$ cat src/rtl/instr_ctrl_fsm.sv
// Instruction-cycle controller: resyncs to fetch rises and walks S0..S7, producing registered control strobes.
// Optional build macro INSTR_CTRL_RESUME_EN adds a resume input that releases the halted state.
module instr_ctrl_fsm (
  input  logic       clk,
  input  logic       reset,
  input  logic       fetch,
  input  logic [2:0] opcode,
  input  logic       zero,
`ifdef INSTR_CTRL_RESUME_EN
  input  logic       resume,
`endif
  output logic       inc_pc,
  output logic       load_acc,
  output logic       load_pc,
  output logic       rd,
  output logic       wr,
  output logic       load_ir,
  output logic       datactl_ena,
  output logic       halt
);

  localparam int unsigned OP_W  = 3;
  localparam int unsigned NSTEP = 8;
  localparam int unsigned ST_W  = $clog2(NSTEP);

  localparam logic [OP_W-1:0] OP_HLT = 3'b000;
  localparam logic [OP_W-1:0] OP_SKZ = 3'b001;
  localparam logic [OP_W-1:0] OP_ADD = 3'b010;
  localparam logic [OP_W-1:0] OP_AND = 3'b011;
  localparam logic [OP_W-1:0] OP_XOR = 3'b100;
  localparam logic [OP_W-1:0] OP_LDA = 3'b101;
  localparam logic [OP_W-1:0] OP_STO = 3'b110;
  localparam logic [OP_W-1:0] OP_JMP = 3'b111;

  typedef enum logic [ST_W-1:0] {S0, S1, S2, S3, S4, S5, S6, S7} state_e;

  state_e state, state_nxt;
  logic   fetch_d, run, run_nxt, halted, halted_nxt;
  // rearm: after a resume, park in S0 until the next fetch rise
  logic   rearm, rearm_nxt;
  logic   inc_pc_nxt, load_acc_nxt, load_pc_nxt, rd_nxt, wr_nxt;
  logic   load_ir_nxt, datactl_ena_nxt, halt_nxt;
  logic   rise, active, is_alu, is_skz, is_sto, is_jmp;

  assign rise   = fetch & ~fetch_d;
  assign active = run & ~rearm;
  assign is_alu = (opcode == OP_ADD) | (opcode == OP_AND) |
                  (opcode == OP_XOR) | (opcode == OP_LDA);
  assign is_skz = (opcode == OP_SKZ);
  assign is_sto = (opcode == OP_STO);
  assign is_jmp = (opcode == OP_JMP);

  // State, sequencing flags and registered strobes
  always_ff @(posedge clk) begin
    if (reset) begin
      state       <= S0;
      fetch_d     <= 1'b0;
      run         <= 1'b0;
      halted      <= 1'b0;
      rearm       <= 1'b0;
      inc_pc      <= 1'b0;
      load_acc    <= 1'b0;
      load_pc     <= 1'b0;
      rd          <= 1'b0;
      wr          <= 1'b0;
      load_ir     <= 1'b0;
      datactl_ena <= 1'b0;
      halt        <= 1'b0;
    end else begin
      state       <= state_nxt;
      fetch_d     <= fetch;
      run         <= run_nxt;
      halted      <= halted_nxt;
      rearm       <= rearm_nxt;
      inc_pc      <= inc_pc_nxt;
      load_acc    <= load_acc_nxt;
      load_pc     <= load_pc_nxt;
      rd          <= rd_nxt;
      wr          <= wr_nxt;
      load_ir     <= load_ir_nxt;
      datactl_ena <= datactl_ena_nxt;
      halt        <= halt_nxt;
    end
  end

  // Next state and strobe decode for the step currently in progress
  always_comb begin
    state_nxt       = state;
    run_nxt         = run;
    halted_nxt      = halted;
    rearm_nxt       = rearm;
    inc_pc_nxt      = 1'b0;
    load_acc_nxt    = 1'b0;
    load_pc_nxt     = 1'b0;
    rd_nxt          = 1'b0;
    wr_nxt          = 1'b0;
    load_ir_nxt     = 1'b0;
    datactl_ena_nxt = 1'b0;
    halt_nxt        = 1'b0;

    if (halted) begin
      halt_nxt = 1'b1;
`ifdef INSTR_CTRL_RESUME_EN
      if (resume) begin
        halt_nxt   = 1'b0;
        halted_nxt = 1'b0;
        state_nxt  = S0;
        rearm_nxt  = 1'b1;
      end
`endif
    end else begin
      if (active) begin
        unique case (state)
          S0: begin
            rd_nxt      = 1'b1;
            load_ir_nxt = 1'b1;
          end
          S1: begin
            rd_nxt      = 1'b1;
            load_ir_nxt = 1'b1;
            inc_pc_nxt  = 1'b1;
          end
          S2: ;
          S3: begin
            if (opcode == OP_HLT) begin
              halt_nxt   = 1'b1;
              halted_nxt = 1'b1;
            end else begin
              inc_pc_nxt = 1'b1;
            end
          end
          S4: begin
            rd_nxt          = is_alu;
            load_pc_nxt     = is_jmp;
            datactl_ena_nxt = is_sto;
          end
          S5: begin
            rd_nxt          = is_alu;
            load_acc_nxt    = is_alu;
            inc_pc_nxt      = (is_skz & zero) | is_jmp;
            load_pc_nxt     = is_jmp;
            datactl_ena_nxt = is_sto;
          end
          S6: begin
            wr_nxt          = is_sto;
            datactl_ena_nxt = is_sto;
            rd_nxt          = is_alu;
          end
          S7: inc_pc_nxt = is_skz & zero;
          default: ;
        endcase
        state_nxt = state_e'(state + ST_W'(1));
      end
      if (rise) begin
        run_nxt   = 1'b1;
        rearm_nxt = 1'b0;
        state_nxt = S0;
      end
    end
  end

endmodule

$ cat config.mk
export PLATFORM = sky130hd
export DESIGN_NAME = instr_ctrl_fsm
export DESIGN_NICKNAME = d
export VERILOG_FILES = /design/src/rtl/instr_ctrl_fsm.sv
export SDC_FILE = /design/constraint.sdc
export NUM_CORES = 1
export LEC_CHECK = 0
export ABC_CLOCK_PERIOD_IN_PS = 1100
export CORE_MARGIN = 2
export CORE_UTILIZATION = 40
export CTS_CLUSTER_SIZE = 30
export DETAILED_ROUTE_END_ITERATION = 8
export GPL_TIMING_DRIVEN = 0
export PLACE_DENSITY = 0.8
export SETUP_SLACK_MARGIN = 0.2
export SKIP_LAST_GASP = 1
export SLEW_MARGIN = 15
export SYNTH_ARGS = -nofsm -noshare
export SYNTH_HDL_FRONTEND = slang
export SYNTH_SLANG_ARGS = --single-unit
$ cat constraint.sdc
create_clock -name clk -period 1.1 [get_ports clk]
set_input_delay 0.22 -clock clk [delete_from_list [all_inputs] [get_ports clk]]
set_output_delay 0.22 -clock clk [all_outputs]
set_load 0.005 [all_outputs]
Yosys cells after proc, flatten, opt, wreduce, memory -nomap -nowiden:

Index checks and enable logic that the tools add are counted.

* add/subtract/negate cells: 1
* eq/ne operators: 13
* mux-type cells: 10
* bitwise gates (word level): 13
* reductions and logical operators: 13

Operators by type and width (count)
* $eq A3 B3 Y1 const B: 8
* $reduce_or A4 Y1: 4
* $eq A3 B2 Y1 const B: 3
* $not A1 Y1: 7
* $eq A3 B1 Y1 const B: 2
* $logic_not A3 Y1: 2
* $mux W1: 6
* $mux W3: 2
* $reduce_or A3 Y1: 2
* $or A1 B1 Y1: 4
* $pmux W1 S4: 1
* $reduce_and A2 Y1: 2
* $reduce_or A2 Y1: 2
* $add A3 B1 Y3 const B: 1
* $and A1 B1 Y1: 2
* $pmux W1 S2: 1
* $reduce_bool A2 Y1: 1

* flip-flop bits (word level): 13
* logic and storage cells: 61

Logic depth before layout (Yosys ltp):

* word-level depth: 5
* gate-level depth with buffers: 6
* mapped depth without buffers: 5

Worst setup path before layout:

No wires, ideal clock.

* path type: register -> register
* from: register state[0]
* to: register inc_pc
* setup time: 0.123 ns
* arrival time: 1.089 ns
* required time: 0.977 ns
* path slack: -0.112 ns
* stages on the path, launching flop included: 6
* path buffers: 0
* cells stage by stage: dfxtp_1 -> ha_1 -> ha_1 -> a41o_2 -> o21ai_0 -> o22ai_1

* longest elaborated chain between the ends: 2

Ends and longest elaborated chain
* from (decl): line 37 `state_e state, state_nxt;`
* from (signal assigned): line 70 `state <= state_nxt;`
* $eq A3 B3 Y1 (tied with other cells): line 113 `unique case (state)`
* $pmux W1 S4 *: line 113
* to (signal assigned): line 75 `inc_pc <= inc_pc_nxt;`
* to (decl): line 12 `output logic inc_pc,`

Mark *: on every way between the ends. The rest lies on a longest branch, timed or not.
A chain may end at the register's enable or synchronous reset.

Worst setup path after layout:

Ends and elaborated chain as after synthesis.

==> flow_summary.toml <==
[setup_path]
crit_chain = "ha_4, ha_4, a41o_2, o21ai_1, o22ai_1"
required_ns = 1.27
cp_slowest_cell = "dfxtp_4"
crit_family = "flip-flops"
rrSetupSlack_ns = -0.09
regToRegEndpoint = "inc_pc"
path_common_cell = "ha_4"
arrival_ns = 1.36
cp_max_fo = 4
worst_setup_path_start_kind = "register"
max_stage_delay_ns = 0.38
reg2regPathDepth = 5
critPathBufInv = 0
crit_path_end_kind = "register"
crit_type = "reg -> reg"
worstReg2RegStart = "state[0]"

[timing]
worst_slack_ns = -0.0879
drv_slew = 0
relSlewSlack = 0.746
hold_viol = 0
final-setup-viol-count = 3
tightestPinTransition_ns = 0.381
rsz0062_at_grt = "yes"
fmax_ghz = 0.842
fin_crit_ns = 1.19
hold_ws_ns = 0.329
worst_clock_skew_ns = 0.00251
tns_ns = -0.212
fin_crit_sh = 1.08

[floorplanning]
core_um2 = 1470
start_util = 0.422
ioPinCount = 15
num_rows = 14
dieArea_um2 = 1880
fp.dieW_um = 43.4
die_y_um = 43.4

[place]
gp_congestion = 0.683
port_buffers = 14
dp_hpwl_um = 905

[clocking]
cts_tree = "yes"
cts_root_buf = "clkbuf_4"
clk_pin_slew_ns = 0.08
cts-hold-fix-buffers = 0
cts_inserted_buffers = 3
clock_path_buffers = 2
clk_latency_ns = 0.28
clock-sinks = 13
h-tree-depth = 1

[yosys]
synthFlopType = "dfxtp_1"
yosysSeqAreaShare = 0.419
ys_types = 27
synth_area_um2 = 621
syn_nets = 74
synthCells = 61
synth_edf_count = 0
synth.top_cell.area_share = 0.419
synth_top_area_cell = "dfxtp_1"
ys.warnings.count = 0
ys_ff_latch = 13
avgSynthCellArea_um2 = 10.2
yosys-top-cells-area = "dfxtp_1 42%, ha_1 12%, nor2_1 4.8%"
async_flop_share = 0

[route]
route.vias.total = 523
avgRoutedWirePerCell_um = 14.9
drt_pass1_iterations = 4
viasPerCell = 5.34
drc = 0
postRouteAntennaNets = 0
finalWirelength_mm = 1.46
drt_iter0_markers = 11

[grt]
grt_pass1_wl_mm = 2.15
antenna_found_initial = 0
grt.total_usage = 0.158
grt_pass1_vias = 529
grt_max_degree = 9
grt_overflow = 0

[power]
total_power_w = 0.000954
power.density_nw_per_um2 = 1010
peakVddDrop_mv = 0.763
p_leak_nw = 0.381

[hold_path]
hold_path.class = "in -> reg"
hold-path-endpoint = "load_pc"
holdCritStartpoint = "opcode[0]"
min_path_cells = 3

[final_layout]
multi_input_area_um2 = 459
syn2layout_area_growth_pct = 51.6
finish.net_count = 96
drive_above_1_share = 0.512
regArea_um2 = 274
nFillCells = 116
antenna_cells = 0

[run_status]
violations = "negative setup slack"
outcome = "finished with violations"

[flow_run]
maxCapViolations = 0
through the flow:
| step | worst slack [ns] | utilization | instance area (um2) | instances |
|---|---|---|---|---|
| 2_1_floorplan | -0.0314 | - | 663 | 61 |
| 3_3_place_gp | -0.355 | 0.560 | 823 | 91 |
| 3_5_place_dp | -0.360 | 0.560 | 823 | 91 |
| 4_1_cts | -0.0767 | 0.584 | 860 | 98 |
| 5_1_grt | -0.134 | 0.639 | 941 | 98 |
| 6_report | -0.0879 | 0.639 | 941 | 98 |
state kept, by name, indices dropped and copies added (netlist names):
register and cells:
datactl_ena 1, state 3, inc_pc 1, run 1, wr 1, load_pc 1
fetch_d 1, load_acc 1, halted 1, load_ir 1, rd 1
cells in the mapped netlist (2+ instances only):
master	instances
nor2_1	8
nor3b_1	2
ha_1	6
a211oi_1	2
inv_1	4
nor3_1	2
xnor2_1	2
nand2b_1	2
dfxtp_1	13
o21ai_0	3
report_power, final:
group / leakage (nW) / internal (W) / switching, W
registers: 0.109 / 0.000481 / 0.0000146
logic: 0.257 / 0.0000772 / 0.0000765
clock network: 0.0150 / 0.000141 / 0.000164
timing repair:
item | CTS | global route
setup buffers | 3 | 0
resized for setup | 40 | 19
endpoints found under the hold margin | 0 | 0
endpoints found under the setup margin | 19 | 19
pin swaps | 6 | 7
how the worst max path moves through the flow:
| stage | from | endpoint | slack, ns | depth (start not counted) |
|---|---|---|---|---|
| 6_report | state[0] | inc_pc | -0.09 | 5 |
| 5_1_grt | state[0] | rd | -0.13 | 4 |
| 4_1_cts | state[1] | inc_pc | -0.08 | 5 |
| 3_5_place_dp | opcode[2] | inc_pc | -0.36 | 4 |
| 3_3_place_gp | opcode[2] | inc_pc | -0.35 | 4 |
| 2_1_floorplan | state[1] | inc_pc | -0.03 | 5 |
placed cells by master (no fill, tap or decap), drive strengths merged, types with 2 or more instances in the layout:
| master | synthesis | layout |
|---|---|---|
| nor2 | 8 | 8 |
| xnor2 | 2 | 2 |
| nor3b | 2 | 2 |
| nor3 | 2 | 2 |
| dlygate4sd2 | 0 | 2 |
| inv | 4 | 4 |
| nand2b | 2 | 2 |
| a211oi | 3 | 3 |
| nor2b | 2 | 2 |
| clkdlybuf4s50 | 0 | 2 |
| o21ai | 3 | 3 |
| buf | 1 | 11 |
| clkbuf | 0 | 5 |
| ha | 6 | 6 |
| dlymetal6s2s | 0 | 2 |
| dfxtp | 13 | 13 |
final cells by class:
cell class,instances,share of cell area
Multi-Input combinational cell,43,0.488
Inverter,4,0.0186
Timing Repair Buffer,17,0.141
Clock buffer,4,0.0279
Buffer,1,0.0120
Sequential cell,13,0.291
Tap cell,16,0.0213
worst register-to-register path, cell delays in order, from the launching register on:
cell	delay (ns)
dfxtp_4	0.38
ha_4	0.17
ha_4	0.16
a41o_2	0.22
o21ai_1	0.07
o22ai_1	0.08
cells by family after synthesis:
kind of cell / after synthesis / share of synthesized area
buffers and inverters: 5 / 0.0423
multiplexers: 1 / 0.0161
AO/OA/AOI/OAI: 12 / 0.145
adder cells (fa/ha/maj): 6 / 0.121
flip-flops: 13 / 0.419
AND/OR/NAND/NOR: 22 / 0.228
XOR/XNOR: 2 / 0.0282
layer usage:
metal,up-vias,routed length [um],GRT usage
met2,13,784,0.263
met3,3,60,0.0417
met4,0,29,0.109
li1,254,-,-
met1,253,583,0.174
met5,-,0,0
No activity file was read; power rests on OpenSTA's default activity.
